$ cat src/rtl/mult_cpa_pipe_if.sv
// Handshake bundle for the multiplier's final carry-propagate stage.
// master drives the redundant vectors and consumes products; slave is the adder.
interface mult_cpa_pipe_if #(
    parameter int W = 8
);
    logic [2*W-1:0] in_sum;
    logic [2*W-1:0] in_carry;
    logic           in_valid;
    logic           in_ready;
    logic [2*W-1:0] out_product;
    logic           out_ovf;
    logic           out_valid;
    logic           out_ready;

    modport master (
        output in_sum, in_carry, in_valid, out_ready,
        input  in_ready, out_product, out_ovf, out_valid
    );

    modport slave (
        input  in_sum, in_carry, in_valid, out_ready,
        output in_ready, out_product, out_ovf, out_valid
    );
endinterface

$ cat src/rtl/mult_cpa_pipe.sv
// Two-stage carry-propagate adder that resolves the array's sum/carry vectors
// into a binary product, split at bit W, with valid/ready on both sides.
module mult_cpa_pipe #(
    parameter int W = 8
) (
    input  logic            clk,
    input  logic            rst_n,
    mult_cpa_pipe_if.slave  bus
);
    logic         vld_p1;
    logic [W-1:0] lo_p1;
    logic         c1_p1;
    logic [W-1:0] sum_hi_p1;
    logic [W-1:0] carry_hi_p1;

    logic           vld_p2;
    logic [2*W-1:0] product_p2;
    logic           ovf_p2;

    logic       s2_ready;
    logic       accept;
    logic       advance;
    logic [W:0] lo_add;
    logic [W:0] hi_add;

    function automatic logic [W:0] add_w(input logic [W-1:0] a,
                                         input logic [W-1:0] b,
                                         input logic         cin);
        return {1'b0, a} + {1'b0, b} + {{W{1'b0}}, cin};
    endfunction

    assign s2_ready    = !vld_p2 || bus.out_ready;
    assign bus.in_ready = !vld_p1 || s2_ready;
    assign accept      = bus.in_valid && bus.in_ready;
    assign advance     = vld_p1 && s2_ready;

    assign lo_add = add_w(bus.in_sum[W-1:0], bus.in_carry[W-1:0], 1'b0);
    assign hi_add = add_w(sum_hi_p1, carry_hi_p1, c1_p1);

    // Stage 1: low half resolved, high halves parked with the split carry
    always_ff @(posedge clk or negedge rst_n) begin
        if (!rst_n) begin
            vld_p1      <= 1'b0;
            lo_p1       <= '0;
            c1_p1       <= 1'b0;
            sum_hi_p1   <= '0;
            carry_hi_p1 <= '0;
        end else begin
            vld_p1 <= accept || (vld_p1 && !s2_ready);
            if (accept) begin
                lo_p1       <= lo_add[W-1:0];
                c1_p1       <= lo_add[W];
                sum_hi_p1   <= bus.in_sum[2*W-1:W];
                carry_hi_p1 <= bus.in_carry[2*W-1:W];
            end
        end
    end

    // Stage 2: high half resolved; output register doubles as the skid
    always_ff @(posedge clk or negedge rst_n) begin
        if (!rst_n) begin
            vld_p2     <= 1'b0;
            product_p2 <= '0;
            ovf_p2     <= 1'b0;
        end else begin
            vld_p2 <= advance || (vld_p2 && !bus.out_ready);
            if (advance) begin
                product_p2 <= {hi_add[W-1:0], lo_p1};
                ovf_p2     <= hi_add[W];
            end
        end
    end

    assign bus.out_valid   = vld_p2;
    assign bus.out_product = product_p2;
    assign bus.out_ovf     = ovf_p2;
endmodule
$ cat src/flat_wrapper.sv
// flat-port wrapper written by rule: the top's interface ports become plain ports
module mult_cpa_pipe_flat 
#(
    parameter int W = 8
)
  (clk, rst_n, bus_in_sum, bus_in_carry, bus_in_valid, bus_out_ready, bus_in_ready, bus_out_product, bus_out_ovf, bus_out_valid);
  mult_cpa_pipe_if #(.W(W)) bus_i ();
  input  logic clk;
  input  logic rst_n;
  input wire logic [$bits(bus_i.in_sum)-1:0] bus_in_sum;
  input wire logic [$bits(bus_i.in_carry)-1:0] bus_in_carry;
  input wire logic [$bits(bus_i.in_valid)-1:0] bus_in_valid;
  input wire logic [$bits(bus_i.out_ready)-1:0] bus_out_ready;
  output wire logic [$bits(bus_i.in_ready)-1:0] bus_in_ready;
  output wire logic [$bits(bus_i.out_product)-1:0] bus_out_product;
  output wire logic [$bits(bus_i.out_ovf)-1:0] bus_out_ovf;
  output wire logic [$bits(bus_i.out_valid)-1:0] bus_out_valid;
  assign bus_i.in_sum = bus_in_sum;
  assign bus_i.in_carry = bus_in_carry;
  assign bus_i.in_valid = bus_in_valid;
  assign bus_i.out_ready = bus_out_ready;
  assign bus_in_ready = bus_i.in_ready;
  assign bus_out_product = bus_i.out_product;
  assign bus_out_ovf = bus_i.out_ovf;
  assign bus_out_valid = bus_i.out_valid;
  mult_cpa_pipe #(.W(W)) u_core (.clk(clk), .rst_n(rst_n), .bus(bus_i));
endmodule
$ cat config.mk
export PLATFORM = sky130hd
export DESIGN_NAME = mult_cpa_pipe_flat
export DESIGN_NICKNAME = d
export VERILOG_FILES = /design/src/rtl/mult_cpa_pipe_if.sv /design/src/rtl/mult_cpa_pipe.sv /design/src/flat_wrapper.sv
export SDC_FILE = /design/constraint.sdc
export NUM_CORES = 1
export LEC_CHECK = 0
export CAP_MARGIN = 10
export CORE_AREA = 2 2 85 87
export DETAILED_ROUTE_END_ITERATION = 7
export DIE_AREA = 0 0 87 89
export PLACE_DENSITY = 0.55
export RECOVER_POWER = 50
export SLEW_MARGIN = 25
export SYNTH_ARGS = -nofsm -noshare
export SYNTH_HDL_FRONTEND = slang
export SYNTH_SLANG_ARGS = --single-unit
$ cat constraint.sdc
create_clock -name clk -period 4.88 [get_ports clk]
set_input_delay 0.976 -clock clk [delete_from_list [all_inputs] [get_ports clk]]
set_output_delay 0.976 -clock clk [all_outputs]
set_load 0.01 [all_outputs]
==> impl_metrics.tcl, run 1 <==
set metrics [dict create \
    dr.first_iter.drc_count 96 \
    tns_ns 0 \
    syn2layout_area_growth_pct 29.19 \
    final-setup-viol-count 0 \
    yosysWarnings 0 \
    grt_pass1_wl_um 9225 \
    clock-sinks 44 \
    cp.arrival_ns 2.39 \
    drt_first_pass_iters 4 \
    via_per_inst 5.028 \
    post-route-util_pct 44.75 \
    synth_top_family_by_area "simple AND/OR/NAND/NOR gates" \
    pwr-share-seq_pct 43.9 \
    synthAdderAreaFrac_pct 10.65 \
    grt_pass1_vias 1989 \
    max_slew.worst_pin.slew_ns 2.298 \
    routed_wl_um 5289 \
    required_ns 3.90 \
    vias 1941 \
    clk_latency_ns 0.29 \
    synth_xor_xnor_area_share_pct 1.129 \
    crit_path_top_delay_cell "dlygate4sd3_1" \
    dp.cells 378 \
    skew_ns 0.01194 \
    cts_resized 0 \
    muxShareOfSynthArea_pct 0 \
    status "complete, but fails checks" \
    path_max_fanout 6 \
    path_cells "dlygate4sd3_1 -> nand3b_1 -> clkdlybuf4s50_1" \
    hold_buffers 0 \
    hp-class "reg -> reg" \
    maxCapViolations 1 \
    fin_cells 386 \
    dieWidth_um 87 \
    hpwl_um 3880 \
    cts_tree "done" \
    p_sw_share_pct 31.99 \
    p_per_area_nw_per_um2 369.6 \
    port_buffers 54 \
    fin_ws_ns 1.513 \
    synthTopCellsByArea "dfrtp_1, nand2_1, ha_1" \
    synthesis.area_sq_um 2327 \
    finalCriticalPeriod_ns 3.367 \
    overflow 0 \
    antenna_found_initial 0 \
    dieArea_sq_um 7743 \
    finalNetCount 359 \
    ir_drop_uv 115.8 \
    cts.htree.levels 2 \
    startpoint_type "input pin" \
    grt.total_usage_pct 15.24 \
    rows 30 \
    power_frac_comb_pct 34.4 \
    syn_area_per_cell_sq_um 9.235 \
    drc 0 \
    seq_area_frac_synth_pct 47.31 \
    ios 55 \
    layout-drive-gt1-share_pct 3.268 \
    finalHoldViolCount 0 \
    synthSimpleGateAreaFrac_pct 23.06 \
    gp_congestion 0.8199 \
    wire_per_inst_um 13.70 \
    fin_crit_sh_pct 69.00 \
    clockBufferDepth 2 \
    power.leakage_nw 1.408 \
    p_int_w 0.0007557 \
    async_flop_share_pct 100.0 \
    critical_path.max_stage_delay_ns 0.56 \
    synthFlopType "dfrtp_1" \
    synthCells 252 \
    yosys.area.top_type "dfrtp_1" \
    num_antenna_cells 0 \
    drv_slew 45 \
    path_class "in -> out" \
    post_cts_buffers 0 \
    die_h_um 89 \
    synth.top_cell.area_share_pct 47.31 \
    place_ws_ns 1.685 \
    violations "capacitance limit, slew limit" \
    coreArea_sq_um 6719 \
    synth-seq-cells 44 \
    pwr-share-clk_pct 21.7 \
    start_util_pct 34.64 \
    rsz0062_at_grt "no" \
    relSlewSlack_pct -53.20 \
    max_freq_mhz 297.0 \
    grt_max_degree 45 \
    synth.distinct_cells 46 \
    crit_path_end_kind "primary output" \
    synth_compound_area_share_pct 15.11 \
    final_antenna_net_count 0 \
    syn_nets 306 \
    cts_buffers 5 \
    power.switching_w 0.0003555 \
    whs_ns 0.4581 \
    synth-edff-count 0 \
    cts-root-buf "clkbuf_8" \
    path_clk_slew_ns 0.09 \
]
## cells in the mapped netlist, types with 3 or more instances
cell	n
a211oi_1	3
nand2b_1	3
buf_2	6
o211ai_1	3
o31ai_1	5
inv_1	5
o21ai_0	6
dfrtp_1	44
nand2_1	101
nor2b_1	3
ha_1	15
o21a_1	4
fa_1	3
a21oi_1	5
nor2_1	3
## area by class of cell
| type | count | area (sq um) |
|---|---|---|
| clock buffers | 7 | 86.33 |
| clock inverters | 1 | 7.507 |
| fillers | 646 | 3712 |
| inverters | 5 | 18.77 |
| multi-input cells | 195 | 1159 |
| flip-flops and latches | 44 | 1101 |
| well taps | 80 | 100.1 |
| repair buffers | 54 | 534.3 |
## final timing paths
check | cells after the start | end | start | slack [ns]
setup / recovery | 3 | bus_in_ready | bus_out_ready | 1.51
hold / removal | 2 | u_core.bus.out_product[1] | u_core.lo_p1[1] | 0.46
setup reg to reg | 6 | u_core.bus.out_ovf | u_core.carry_hi_p1[0] | 2.53
hold reg to reg | 2 | u_core.bus.out_product[1] | u_core.lo_p1[1] | 0.46
max in group asynchronous | 1 | u_core.lo_p1[1] | rst_n | 2.20
min in group asynchronous | 1 | u_core.bus.out_product[8] | rst_n | 1.36
## through the flow
step	power, W	instance area [sq um]
floorplan	0.0007079	2327
global placement	0.0008863	2918
detailed placement	0.0008907	2918
CTS	0.001135	3012
global route	0.001192	3007
finish	0.001111	3007
## cells in the final DEF (no fill, tap or decap), types with 4 or more instances in the layout
| cell type | n |
|---|---|
| a21oi_1 | 5 |
| clkbuf_8 | 6 |
| clkdlybuf4s50_1 | 45 |
| dfrtp_1 | 44 |
| dlygate4sd3_1 | 8 |
| ha_1 | 15 |
| inv_1 | 5 |
| nand2_1 | 101 |
| o21a_1 | 4 |
| o21ai_0 | 6 |
| o31ai_1 | 5 |
## critical path, delay by kind of cell
kind                   cells  cell delay (ns)
buffers and inverters      2             1.11
and+or+nand+nor            1             0.30
## registers in the layout, summed over array words and instances, names as in the netlist
register / flops
u_core.vld_p1: 1
u_core.bus.out_ovf: 1
u_core.bus.out_product: 16
u_core.c1_p1: 1
u_core.bus.out_valid: 1
u_core.lo_p1: 8
u_core.sum_hi_p1: 8
u_core.carry_hi_p1: 8
## routing by layer
| metal | wire [um] | vias to the layer above | track usage (%) |
|---|---|---|---|
| met5 | 0 | - | 0 |
| met4 | 40 | 0 | 4.688 |
| met3 | 179 | 2 | 2.678 |
| met2 | 2490 | 41 | 25.95 |
| met1 | 2578 | 925 | 19.85 |
| li1 | - | 973 | - |
## power groups by stage
| stage | Sequential (W) | Combinational (W) | Clock [W] |
|---|---|---|---|
| finish | 0.000488 | 0.000382 | 0.000241 |
| global route | 0.000501 | 0.000431 | 0.000260 |
| CTS | 0.000491 | 0.000394 | 0.000250 |
| global placement | 0.000496 | 0.000390 | 0 |
| floorplan | 0.000512 | 0.000195 | 0 |
| detailed placement | 0.000498 | 0.000392 | 0 |
## kinds of logic after synthesis
group,after synthesis
simple gates,126
fa+ha+maj,18
flops,44
buf+inv,13
xor+xnor,3
compound gates,48
No activity file was read; power rests on OpenSTA's default activity.
==> inputs of run 2 (changes only) <==
==> constraint.sdc (replaced) <==
create_clock -name clk -period 3.4 [get_ports clk]
set_input_delay 0.68 -clock clk [delete_from_list [all_inputs] [get_ports clk]]
set_output_delay 0.68 -clock clk [all_outputs]
set_load 0.01 [all_outputs]
==> run 2 against run 1 <==
  * The flow still finishes with violations (capacitance limit, slew limit)
  * Register-to-register slack got worse by 1.4 ns
  * Cell area up 0.75%
  * Non-clock buffer count up 4
  * Clock skew shrank 0.010 ns
  * Via count is 0.62% lower
  * Critical path depth stayed put
  * First-iteration DRC count is 57% lower
  * Clock power is 39% higher
  * Sequential power is 43% higher
  * Core utilization up 0.34 points
  * Sequential share of layout area fell by 0.27 points
  * Largest power group unchanged
==> impl_metrics.tcl, run 2 (synthesis gave the netlist of run 1 again) <==
set metrics [dict create \
    status "complete, but fails checks" \
    violations "capacitance limit, slew limit" \
    dieArea_sq_um 7743 \
    dpl_cell_area_sq_um 2948 \
    die_h_um 89 \
    relSlewSlack_pct -61.21 \
    grt_pass1_vias 1914 \
    startpoint_type "input pin" \
    post-route-cell-area_sq_um 3029 \
    ios 55 \
    p_per_area_nw_per_um2 527.7 \
    cts-root-buf "clkbuf_8" \
    dr.first_iter.drc_count 41 \
    final_common_cell "nand2_1" \
    finalCriticalPeriod_ns 2.771 \
    finalNetCount 363 \
    power.leakage_nw 1.416 \
    cts_tree "done" \
    port_buffers 54 \
    clock-sinks 44 \
    max_freq_mhz 360.9 \
    hold_buffers 0 \
    cts.htree.levels 2 \
    post-route-util_pct 45.08 \
    grt.total_usage_pct 14.85 \
    drv_slew 45 \
    path_max_fanout 6 \
    drc 0 \
    path_class "in -> out" \
    gp_congestion 0.8120 \
    regArea_sq_um 1101 \
    tns_ns 0 \
    start_util_pct 34.64 \
    skew_ns 0.001947 \
    ir_drop_uv 155.1 \
    final-setup-viol-count 0 \
    max_slew.worst_pin.slew_ns 2.418 \
    antenna_found_initial 0 \
    grt_max_degree 45 \
    hp-class "reg -> reg" \
    finalHoldViolCount 0 \
    drt_first_pass_iters 4 \
    layout_common_cells "nand2_1, clkdlybuf4s50_1, dfrtp_1" \
    num_antenna_cells 0 \
    fillers 660 \
    largest_register_ffs 16 \
    post_cts_buffers 0 \
    required_ns 2.72 \
    clk_latency_ns 0.29 \
    fin_crit_sh_pct 81.49 \
    layout-drive-gt1-share_pct 3.871 \
    rows 30 \
    path_clk_slew_ns 0.08 \
    rsz0062_at_grt "no" \
    syn2layout_area_growth_pct 30.16 \
    wire_per_inst_um 13.65 \
    clockBufferDepth 2 \
    via_per_inst 4.946 \
    multi_input_area_sq_um 1159 \
    maxCapViolations 1 \
    hpwl_um 4104 \
    vias 1929 \
    overflow 0 \
    routed_wl_um 5323 \
    total_power_w 0.001599 \
    final_antenna_net_count 0 \
    crit_path_end_kind "primary output" \
    cts_buffers 5 \
    cts_resized 0 \
    cp.arrival_ns 2.09 \
    grt_pass1_wl_um 9045 \
    coreArea_sq_um 6719 \
    dieWidth_um 87 \
]
[run 2: cell count changes in the layout (fill, tap and decap cells not counted)]
| cell | previous run | this run |
|---|---|---|
| clkinvlp_4 | 1 | 0 |
| dlygate4sd3_1 | 8 | 1 |
| buf_4 | 0 | 3 |
| clkdlybuf4s50_1 | 45 | 52 |
| clkbuf_1 | 2 | 4 |
[run 2: path summary, 6_finish.rpt]
check	endpoint	depth (start not counted)	startpoint	slack, ns
min reg2reg	u_core.bus.out_product[7]	2	u_core.lo_p1[7]	0.47
min	u_core.bus.out_product[7]	2	u_core.lo_p1[7]	0.47
max reg2reg	u_core.bus.out_ovf	6	u_core.carry_hi_p1[0]	1.09
max	bus_in_ready	3	bus_out_ready	0.63
min in group asynchronous	u_core.bus.out_product[6]	1	rst_n	1.12
max in group asynchronous	u_core.carry_hi_p1[6]	1	rst_n	0.91
[run 2: cell type report]
type / count / share of cell area [%]
clock buffer: 8 / 2.974
tap: 80 / 3.304
multi-input combinational: 195 / 38.25
timing repair buffer: 58 / 18.50
sequential: 44 / 36.35
inverter: 5 / 0.6196
[run 2: power by group]
part           internal, W  total [W]  switching, W
Clock             0.000166   0.000334      0.000168
Combinational     0.000296   0.000564      0.000269
Sequential        0.000637   0.000700     0.0000630
Total              0.00110    0.00160      0.000500
[run 2: stage by stage]
stage | cells | worst slack (ns) | hold WS [ns]
after floorplan | 252 | 1.200 | 0.3844
after global placement | 382 | 0.6673 | 0.4451
after detailed placement | 382 | 0.6409 | 0.4519
after CTS | 390 | 0.7937 | 0.4719
after global routing | 390 | 0.4551 | 0.4923
final | 390 | 0.6293 | 0.4669
[run 2: critical path: stages]
cell	delay (ns)
dlygate4sd3_1	0.56
nand3b_1	0.30
clkdlybuf4s50_1	0.55
[run 2: per-layer routing]
layer  GRT usage, %  share of wire, %  wire, um
met2          22.97                47      2479
met4          5.114               1.3        71
met3          2.770               3.4       182
met1          20.98                49      2589
met5              0                 0         0
==> inputs of run 3 (changes only) <==
==> constraint.sdc (replaced) <==
create_clock -name clk -period 2.8 [get_ports clk]
set_input_delay 0.56 -clock clk [delete_from_list [all_inputs] [get_ports clk]]
set_output_delay 0.56 -clock clk [all_outputs]
set_load 0.01 [all_outputs]
==> run 3 against run 2 <==
  * The run now ends clean
  * Sequential share of layout area is 0.13 points lower
  * Total power up 20%
  * First-iteration DRC count rose by 150%
  * Die area unchanged
  * Via count grew 0.57%
  * Setup slack got worse by 0.35 ns
  * Register-to-register slack got worse by 0.63 ns
  * Combinational power increased by 19%
  * Largest cell class unchanged
==> impl_metrics.tcl, run 3 (synthesis gave the netlist of run 1 again) <==
set metrics [dict create \
    status "completed" \
    post_cts_buffers 0 \
    finalNetCount 363 \
    drv_slew 0 \
    via_per_inst 4.974 \
    p_per_area_nw_per_um2 633.1 \
    clock-sinks 44 \
    final-setup-viol-count 0 \
    cp.arrival_ns 1.96 \
    num_antenna_cells 0 \
    vias 1940 \
    dieArea_sq_um 7743 \
    routed_wl_um 5205 \
    dp.cells 382 \
    antenna_found_initial 0 \
    largest_register_ffs 16 \
    dr.first_iter.drc_count 101 \
    grt_pass1_vias 1960 \
    cts_resized 0 \
    startpoint_type "input pin" \
    hold_buffers 0 \
    tns_ns 0 \
    cts_buffers 5 \
    hpwl_um 3954 \
    die_h_um 89 \
    relSlewSlack_pct 27.27 \
    crit_buf_inv 2 \
    dieWidth_um 87 \
    fin_crit_sh_pct 90.12 \
    rows 30 \
    wire_per_inst_um 13.35 \
    hp-class "in -> async" \
    grt.total_usage_pct 14.71 \
    drt_first_pass_iters 4 \
    clk_latency_ns 0.29 \
    grt_pass1_wl_um 8935 \
    max_slew.worst_pin.slew_ns 1.091 \
    critical_path.max_stage_delay_ns 0.57 \
    place_ws_ns 0.1603 \
    ir_drop_uv 167.9 \
    overflow 0 \
    coreArea_sq_um 6719 \
    cts.htree.levels 2 \
    fin_cells 390 \
    fin_ws_ns 0.2766 \
    whs_ns 0.4629 \
    path_cells "dlygate4sd3_1 -> nand3b_2 -> clkdlybuf4s50_1" \
    final_common_cell "nand2_1" \
    finalCriticalPeriod_ns 2.523 \
    ios 55 \
    clockBufferDepth 2 \
    finalHoldViolCount 0 \
    rsz0062_at_grt "no" \
    fillers 656 \
    crit_path_end_kind "primary output" \
    required_ns 2.24 \
    drc 0 \
    cts-root-buf "clkbuf_8" \
    post-route-util_pct 45.25 \
    final_antenna_net_count 0 \
    max_freq_mhz 396.3 \
    cts_tree "done" \
    port_buffers 54 \
    maxCapViolations 0 \
    layout-drive-gt1-share_pct 5.484 \
    critPathTopFamily "buffers and inverters" \
    power.leakage_nw 1.441 \
    layout_common_cells "nand2_1, clkdlybuf4s50_1, dfrtp_1" \
    path_max_fanout 6 \
    path_class "in -> out" \
    gp_congestion 0.8201 \
    skew_ns 0.002938 \
    start_util_pct 34.64 \
    syn2layout_area_growth_pct 30.65 \
    path_clk_slew_ns 0.08 \
    crit_path_top_delay_cell "dlygate4sd3_1" \
    grt_max_degree 45 \
]
## run 3: cell count changes in the layout (fill, tap and decap cells not counted)
| cell | delta |
|---|---|
| clkdlybuf4s50_1 | -7 |
| nand3b_2 | +1 |
| clkbuf_2 | +1 |
| buf_4 | +1 |
| clkinv_2 | +2 |
| nand3b_1 | -1 |
| dlygate4sd3_1 | +7 |
| clkbuf_1 | -4 |
## run 3: final cells by class
type | instances | area (sq um) | area share (%)
timing repair buffer | 58 | 565.5 | 18.60
clock inverter | 2 | 10.01 | 0.3292
multi-input combinational | 195 | 1162 | 38.23
tap | 80 | 100.1 | 3.292
clock buffer | 6 | 82.58 | 2.716
sequential | 44 | 1101 | 36.21
inverter | 5 | 18.77 | 0.6173
## run 3: path summary, 6_finish.rpt
| check | slack [ns] | endpoint | start | depth (start not counted) |
|---|---|---|---|---|
| max | 0.28 | bus_in_ready | bus_out_ready | 3 |
| min | 0.46 | u_core.bus.out_product[8] | rst_n | 1 |
| max reg2reg | 0.46 | u_core.bus.out_ovf | u_core.carry_hi_p1[0] | 6 |
| min reg2reg | 0.46 | u_core.bus.out_product[6] | u_core.lo_p1[6] | 2 |
| max in group asynchronous | 1.67 | u_core.bus.out_product[11] | rst_n | 1 |
| min in group clk | 0.46 | u_core.bus.out_product[6] | u_core.lo_p1[6] | 2 |
## run 3: routing by layer
metal | vias to the layer above | track usage [%] | share of wire [%]
met2 | 42 | 25.82 | 49
met1 | 919 | 18.66 | 47
li1 | 977 | - | -
met5 | - | 0 | 0
met4 | 0 | 4.261 | 0.81
met3 | 2 | 2.585 | 3.2
## run 3: power breakdown
part           total (W)  internal [W]  switching (W)
Clock           0.000405      0.000197       0.000208
Sequential      0.000849      0.000773      0.0000760
Combinational   0.000671      0.000348       0.000324
Total            0.00192       0.00132       0.000607
## run 3: through the flow
step / area, sq um / total power, W
floorplan: 2327 / 0.001234
global placement: 2948 / 0.001553
detailed placement: 2948 / 0.001560
CTS: 3040 / 0.001974
global route: 3040 / 0.002068
finish: 3040 / 0.001925
